<file path="src/rtl/bomb_placer.sv">
// Place-bomb write port: turns player button edges into single-cell writes of state 1 into the bomb map,
// enforcing play-area bounds, per-player slot capacity, cooldown and one write per cycle.
module bomb_placer #(
    parameter int MAX_BOMBS = 2,
    parameter int COOLDOWN  = 25000000,
    parameter int CD_W      = 25
) (
    input  logic         clk,
    input  logic         rst,
    input  logic         btnA,
    input  logic         btnB,
    input  logic [3:0]   playerAx,
    input  logic [3:0]   playerAy,
    input  logic [3:0]   playerBx,
    input  logic [3:0]   playerBy,
    input  logic [199:0] i_curBombMap,
    input  logic [1:0]   game_state,
    output logic         o_wrEn,
    output logic [6:0]   o_wrIdx,
    output logic [1:0]   o_wrVal,
    output logic         o_reject,
    output logic [1:0]   o_activeA,
    output logic [1:0]   o_activeB
);

    function automatic logic cellEmpty(input logic [199:0] map, input logic [6:0] idx);
        logic empty;
        int   base;
        empty = 1'b0;
        base  = 2 * int'(idx);
        if (idx < 7'd100) begin
            empty = (map[base +: 2] == 2'd0);
        end else begin
            empty = 1'b0;
        end
        return empty;
    endfunction

    function automatic logic [6:0] cellIndex(input logic [3:0] x, input logic [3:0] y);
        return ({3'b000, x} * 7'd10) + {3'b000, y};
    endfunction

    function automatic logic [1:0] popCount(input logic [MAX_BOMBS-1:0] v);
        logic [1:0] n;
        n = 2'd0;
        for (int i = 0; i < MAX_BOMBS; i++) begin
            n = n + {1'b0, v[i]};
        end
        return n;
    endfunction

    // index 0 is player A, index 1 is player B
    logic [1:0]           prev_r;
    logic [1:0]           pend_r;
    logic [CD_W-1:0]      cd_r      [2];
    logic [MAX_BOMBS-1:0] valid_r   [2];
    logic [MAX_BOMBS-1:0] fresh_r   [2];
    logic [6:0]           idx_r     [2][MAX_BOMBS];
    logic                 lastServed_r;

    logic [1:0]           btn_s;
    logic [1:0]           rise_s;
    logic [3:0]           px_s      [2];
    logic [3:0]           py_s      [2];
    logic                 running_s;
    logic                 both_s;
    logic                 grant_s;
    logic                 anyGrant_s;
    logic [6:0]           gIdx_s;
    logic                 inRange_s;
    logic                 hasFree_s;
    logic                 notPrev_s;
    logic                 pass_s;
    logic                 taken_s;
    logic [1:0]           pendNext_s;
    logic [CD_W-1:0]      cdNext_s  [2];
    logic [MAX_BOMBS-1:0] relValid_s[2];
    logic [MAX_BOMBS-1:0] validNext_s[2];
    logic [MAX_BOMBS-1:0] freshNext_s[2];
    logic [6:0]           idxNext_s [2][MAX_BOMBS];
    logic                 lastServedNext_s;

    // Slot release, arbitration, validation and next-state computation
    always_comb begin
        btn_s            = {btnB, btnA};
        px_s[0]          = playerAx;
        py_s[0]          = playerAy;
        px_s[1]          = playerBx;
        py_s[1]          = playerBy;
        rise_s           = btn_s & ~prev_r;
        running_s        = (game_state == 2'd0);
        both_s           = pend_r[0] & pend_r[1];
        anyGrant_s       = running_s & (|pend_r);
        lastServedNext_s = lastServed_r;
        hasFree_s        = 1'b0;
        taken_s          = 1'b0;

        // lastServed_r high means A won the last contention, so B goes first next time
        if (both_s) begin
            grant_s = lastServed_r;
        end else if (pend_r[1]) begin
            grant_s = 1'b1;
        end else begin
            grant_s = 1'b0;
        end

        for (int p = 0; p < 2; p++) begin
            for (int s = 0; s < MAX_BOMBS; s++) begin
                relValid_s[p][s] = valid_r[p][s] & (fresh_r[p][s] | ~cellEmpty(i_curBombMap, idx_r[p][s]));
                idxNext_s[p][s]  = idx_r[p][s];
            end
            validNext_s[p] = relValid_s[p];
            freshNext_s[p] = '0;
        end

        gIdx_s    = cellIndex(px_s[grant_s], py_s[grant_s]);
        inRange_s = (px_s[grant_s] >= 4'd1) && (px_s[grant_s] <= 4'd8) &&
                    (py_s[grant_s] >= 4'd1) && (py_s[grant_s] <= 4'd8);
        for (int s = 0; s < MAX_BOMBS; s++) begin
            hasFree_s = hasFree_s | ~relValid_s[grant_s][s];
        end
        // The map write issued last cycle is not yet visible in i_curBombMap
        notPrev_s = ~(o_wrEn && (o_wrIdx == gIdx_s));
        pass_s    = anyGrant_s & inRange_s & cellEmpty(i_curBombMap, gIdx_s) & notPrev_s & hasFree_s;

        for (int s = 0; s < MAX_BOMBS; s++) begin
            if (pass_s && !taken_s && !relValid_s[grant_s][s]) begin
                taken_s                     = 1'b1;
                validNext_s[grant_s][s]     = 1'b1;
                freshNext_s[grant_s][s]     = 1'b1;
                idxNext_s[grant_s][s]       = gIdx_s;
            end else begin
                taken_s = taken_s;
            end
        end

        for (int p = 0; p < 2; p++) begin
            if (!running_s) begin
                pendNext_s[p] = 1'b0;
            end else if (anyGrant_s && (int'(grant_s) == p)) begin
                pendNext_s[p] = 1'b0;
            end else if (rise_s[p] && (cd_r[p] == '0)) begin
                pendNext_s[p] = 1'b1;
            end else begin
                pendNext_s[p] = pend_r[p];
            end

            if (pass_s && (int'(grant_s) == p)) begin
                cdNext_s[p] = CD_W'(COOLDOWN);
            end else if (cd_r[p] != '0) begin
                cdNext_s[p] = cd_r[p] - CD_W'(1);
            end else begin
                cdNext_s[p] = cd_r[p];
            end
        end

        if (anyGrant_s && both_s) begin
            lastServedNext_s = ~grant_s;
        end else begin
            lastServedNext_s = lastServed_r;
        end
    end

    // State and registered outputs
    always_ff @(posedge clk) begin
        if (rst) begin
            prev_r       <= 2'b00;
            pend_r       <= 2'b00;
            lastServed_r <= 1'b0;
            o_wrEn       <= 1'b0;
            o_wrIdx      <= 7'd0;
            o_wrVal      <= 2'd0;
            o_reject     <= 1'b0;
            o_activeA    <= 2'd0;
            o_activeB    <= 2'd0;
            for (int p = 0; p < 2; p++) begin
                cd_r[p]    <= '0;
                valid_r[p] <= '0;
                fresh_r[p] <= '0;
                for (int s = 0; s < MAX_BOMBS; s++) begin
                    idx_r[p][s] <= 7'd0;
                end
            end
        end else begin
            prev_r       <= btn_s;
            pend_r       <= pendNext_s;
            lastServed_r <= lastServedNext_s;
            o_wrEn       <= pass_s;
            o_wrIdx      <= pass_s ? gIdx_s : 7'd0;
            o_wrVal      <= pass_s ? 2'd1 : 2'd0;
            o_reject     <= anyGrant_s & ~pass_s;
            o_activeA    <= popCount(validNext_s[0]);
            o_activeB    <= popCount(validNext_s[1]);
            for (int p = 0; p < 2; p++) begin
                cd_r[p]    <= cdNext_s[p];
                valid_r[p] <= validNext_s[p];
                fresh_r[p] <= freshNext_s[p];
                for (int s = 0; s < MAX_BOMBS; s++) begin
                    idx_r[p][s] <= idxNext_s[p][s];
                end
            end
        end
    end

endmodule
</file>
<file path="config.mk">
export PLATFORM = sky130hd
export DESIGN_NAME = bomb_placer
export DESIGN_NICKNAME = d
export VERILOG_FILES = /design/src/rtl/bomb_placer.sv
export SDC_FILE = /design/constraint.sdc
export NUM_CORES = 1
export LEC_CHECK = 0
export ABC_CLOCK_PERIOD_IN_PS = 5700
export CAP_MARGIN = 20
export CORE_MARGIN = 3
export CORE_UTILIZATION = 30
export DETAILED_ROUTE_END_ITERATION = 10
export SETUP_SLACK_MARGIN = 0.02
export SLEW_MARGIN = 20
export SYNTH_ARGS = -nofsm -noshare
export SYNTH_HDL_FRONTEND = slang
export SYNTH_SLANG_ARGS = --single-unit
</file>
<file path="constraint.sdc">
create_clock -name clk -period 5.7 [get_ports clk]
set_input_delay 1.14 -clock clk [delete_from_list [all_inputs] [get_ports clk]]
set_output_delay 1.14 -clock clk [all_outputs]
set_load 0.01 [all_outputs]
</file>
==> metrics.md <==
| Metric | Value |
|---|---|
| DR vias/cell | 5.96 |
| Drt drc | 0 |
| CTS root buffer | clkbuf_16 |
| LEAKAGE | 0.00444 uW |
| Buffers plus inverters on the worst setup path | 5 |
| Slew Viols, Final | 0 |
| Overall Power | between 3000 and 4000 uW |
| P&R area growth vs syn | 30.4% |
| Worst EP required | 5.89 ns |
| Pwr per Cell Area | 237 nW/um2 |
| Global placer's final weighted congestion | ~0.99 |
| Crit-path leading delay family | adder cells |
| I/O Pins | roughly 240 |
| DPL Wire Length | a little over 30,000 um |
| Port-buffer cells | 235 |
| GRT Residual Overflow | 0 |
| Endpoints failing setup | 0 |
| Startpoint Class | input pin |
| Antenna violations before repair | 1 |
| Num CTS Buffers | 9 |
| Status | complete, no violations |
| Final worst path period share | 0.905 |
| Number of global-route vias before repair | 9,950 |
| Max incr delay on CP | 0.62 ns |
| Hold Path Class | flip-flop to flip-flop |
| Largest net degree at the start of global routing | 56 |
| Synth warn | 0 |
| CTS tree | built |
| Die area | 34,900 um2 |
| Crit Path Max Fanout | 23 |
| Gr usage total | 0.221 |
| EDFF count, synth | 0 |
| H-tree depth | 3 |
| Diode count | 0 |
| Share of cells above drive strength 1 | 0.158 |
| Max-cap violations | 0 |
| Seq cells post-synth | 104 |
| Register area share after synthesis | 0.212 |
| Net Count, Synth | 1,310 |
| Initial Utilization | 0.308 |
| First DRT Iteration DRCs | 1,330 |
| Final net count | between 1,500 and 2,000 |
| Die X-Extent | between 150 and 200 um |
| Routed WL per cell | 23.4 um |
| Core Region | ~32,000 um2 |
| DR vias | 10,200 |
| Worst-path clk slew | around 0.070 ns |
| Sum Neg Setup Slack | 0 ns |
| Asr flop ratio synth | 0 |
| Main flop type after synthesis | dfxtp_1 |
| Die Y | 187 um |
| Max transition margin | 0.282 |
| Post-Route WL | about 40,000 um |
| Critical-path cell list | clkdlybuf4s50_1, mux2i_1, inv_1, ha_1, inv_1, fa_1, buf_12, mux4_2, mux2_2, a222oi_1, o311ai_1, nor3b_4, buf_4, nand2_2, nand2_1, ha_1, nor2b_1 |
| PostCTS Resize Cnt | 0 |
| Clock skew | 0.00804 ns |
| Tmin final | between 5 and 6 ns |
| Cells after Synth | between 1,000 and 1,500 |
| Number of routed nets with antenna violations | 0 |
| Yosys cell types | 89 |
| Crit Path Class | input pin to flip-flop |
| Avg Inst Size Synth | roughly 9.1 um2 |
| Slew @ Worst Pin | 1.08 ns |
| Global-route wire length before repair | 60,700 um |
| Clock Tree Buf Depth | 2 |
| Clk sink count | 104 |
| RSZ-0062 raised after global routing | false |
| Fmax | 194 MHz |
| Post-Syn Area | between 9000 and 10,000 um2 |
| Final Hold Vio Count | 0 |
| Slowest stage cell, crit path | fa_1 |
| Filler cell count | around 3,200 |
| # rows | 65 |
| Crit path capture type | flip-flop |
| Peak supply drop | 0.277 mV |
| Initial DRT Pass Iterations | 7 |
| Later-pin clock latency in the skew report | 0.34 ns |
| WP data arrival | between 5 and 6 ns |
[synthesized netlist by cell type (11+ instances only)]
master      n  share of area
a21oi_1    56          0.029
o21ai_0    31          0.016
mux4_2    109           0.25
nand3_1    25          0.013
clkbuf_1   32          0.012
nor3_1     68          0.035
buf_2      25          0.013
nand2_1    67          0.026
dfxtp_1   104           0.21
buf_4      12         0.0092
nor4_1     13         0.0083
nor2_1    170          0.065
o31ai_1    11         0.0084
nand4_1    20          0.013
nor2b_1    12         0.0076
mux2i_1    29          0.030
mux2_2     11          0.013
a211oi_1   18          0.014
inv_1      24         0.0092
xnor2_1    30          0.027
xor2_1     26          0.023
[layout by cell type, fill, tap and decap left out, types with 25 or more instances in the layout]
| cell type | count |
|---|---|
| xor2_1 | 26 |
| nor3_1 | 68 |
| a21oi_1 | 56 |
| nand2_1 | 67 |
| dfxtp_1 | 103 |
| nand3_1 | 25 |
| nor2_1 | 170 |
| o21ai_0 | 31 |
| xnor2_1 | 30 |
| clkdlybuf4s50_1 | 234 |
| mux4_2 | 109 |
| mux2i_1 | 29 |
[per-layer routing]
| layer | vias up | routed length (um) | global-route usage | share of wire |
|---|---|---|---|---|
| li1 | 4500 | - | - | - |
| met1 | 4848 | 16100 | 0.300 | 0.40 |
| met2 | 746 | 17900 | 0.350 | 0.45 |
| met3 | 103 | 4680 | 0.0502 | 0.12 |
| met4 | 2 | 1320 | 0.0692 | 0.033 |
| met5 | - | 12 | 0 | 0.00030 |
[cell families (layout without fill, tap and decap cells)]
kind of cell | after synthesis | in the layout | share of synthesized area
adder cells (fa/ha/maj) | 12 | 12 | 0.0168
buffers and inverters | 108 | 307 | 0.0522
AO/OA/AOI/OAI | 195 | 195 | 0.143
flip-flops | 104 | 104 | 0.212
XOR/XNOR | 58 | 58 | 0.0539
multiplexers | 150 | 150 | 0.294
AND/OR/NAND/NOR | 448 | 448 | 0.228
other | 1 | 1 | 0.000382
[layout make-up]
| cell class | instances | area (um2) | area share |
|---|---|---|---|
| clock inverters | 4 | 30.0 | 0.00234 |
| flip-flops and latches | 104 | 2080 | 0.163 |
| clock buffers | 11 | 243 | 0.0189 |
| well taps | 435 | 544 | 0.0425 |
| repair buffers | 261 | 2570 | 0.200 |
| multi-input cells | 864 | 7230 | 0.564 |
| inverters | 31 | 116 | 0.00908 |
[power by group]
group          total [uW]  switching [uW]  leakage [uW]  internal (uW)
Sequential            977             113      0.000845            864
Combinational        1490             792       0.00346            697
Clock                 575             267      0.000132            308
[through the flow]
step | utilization | cell area (um2) | cells | hold WS [ns] | worst slack (ns)
6_report | 0.402 | 12800 | 1710 | 0.463 | 0.540
5_1_grt | 0.402 | 12800 | 1710 | 0.494 | 0.197
4_1_cts | 0.401 | 12800 | 1707 | 0.465 | 0.455
3_5_place_dp | 0.393 | 12500 | 1692 | 0.451 | 0.110
3_3_place_gp | 0.393 | 12500 | 1692 | 0.441 | 0.245
2_1_floorplan | - | 9820 | 1076 | 0.429 | 0.984
[timing repair]
item	4_1_cts	5_1_grt
hold buffers	0	0
setup endpoints to repair	0	4
setup buffers	0	3
endpoints found under the hold margin	0	0
[worst paths after layout]
check / start / endpoint / slack, ns / cells past startpoint
worst max-delay path: playerBx[0] / o_activeB[0]$_SDFF_PP0_ / 0.54 / 17
worst min-delay path: cd_r[0][49]$_SDFFE_PP0P_ / cd_r[0][49]$_SDFFE_PP0P_ / 0.46 / 2
worst max register to register: pend_r[1]$_SDFFE_PP0P_ / o_activeA[0]$_SDFF_PP0_ / 0.78 / 15
worst min register to register: cd_r[0][49]$_SDFFE_PP0P_ / cd_r[0][49]$_SDFFE_PP0P_ / 0.46 / 2
[state kept, by name (all words and copies together), names as in the netlist]
register,flops
pend_r,2
o_wrIdx,7
lastServed_r,1
idx_r,28
cd_r,50
prev_r,2
o_activeA,2
o_activeB,2
valid_r,4
o_wrEn,1
o_reject,1
fresh_r,4
[worst register-to-register path, cell delays in order (launching register included)]
cell and delay, ns:
dfxtp_1 0.54, and2_1 0.36, mux2i_1 0.47, xor2_1 0.26, ha_1 0.33, a21oi_1 0.16, nand2_1 0.14, xnor2_2 0.28
or4_1 0.56, o31a_1 0.24, o311ai_1 0.16, nor3b_4 0.61, nand2_1 0.19, nand2_1 0.12, ha_1 0.23, nor2b_1 0.12
Note: power is estimated with default switching activity, not from simulation.
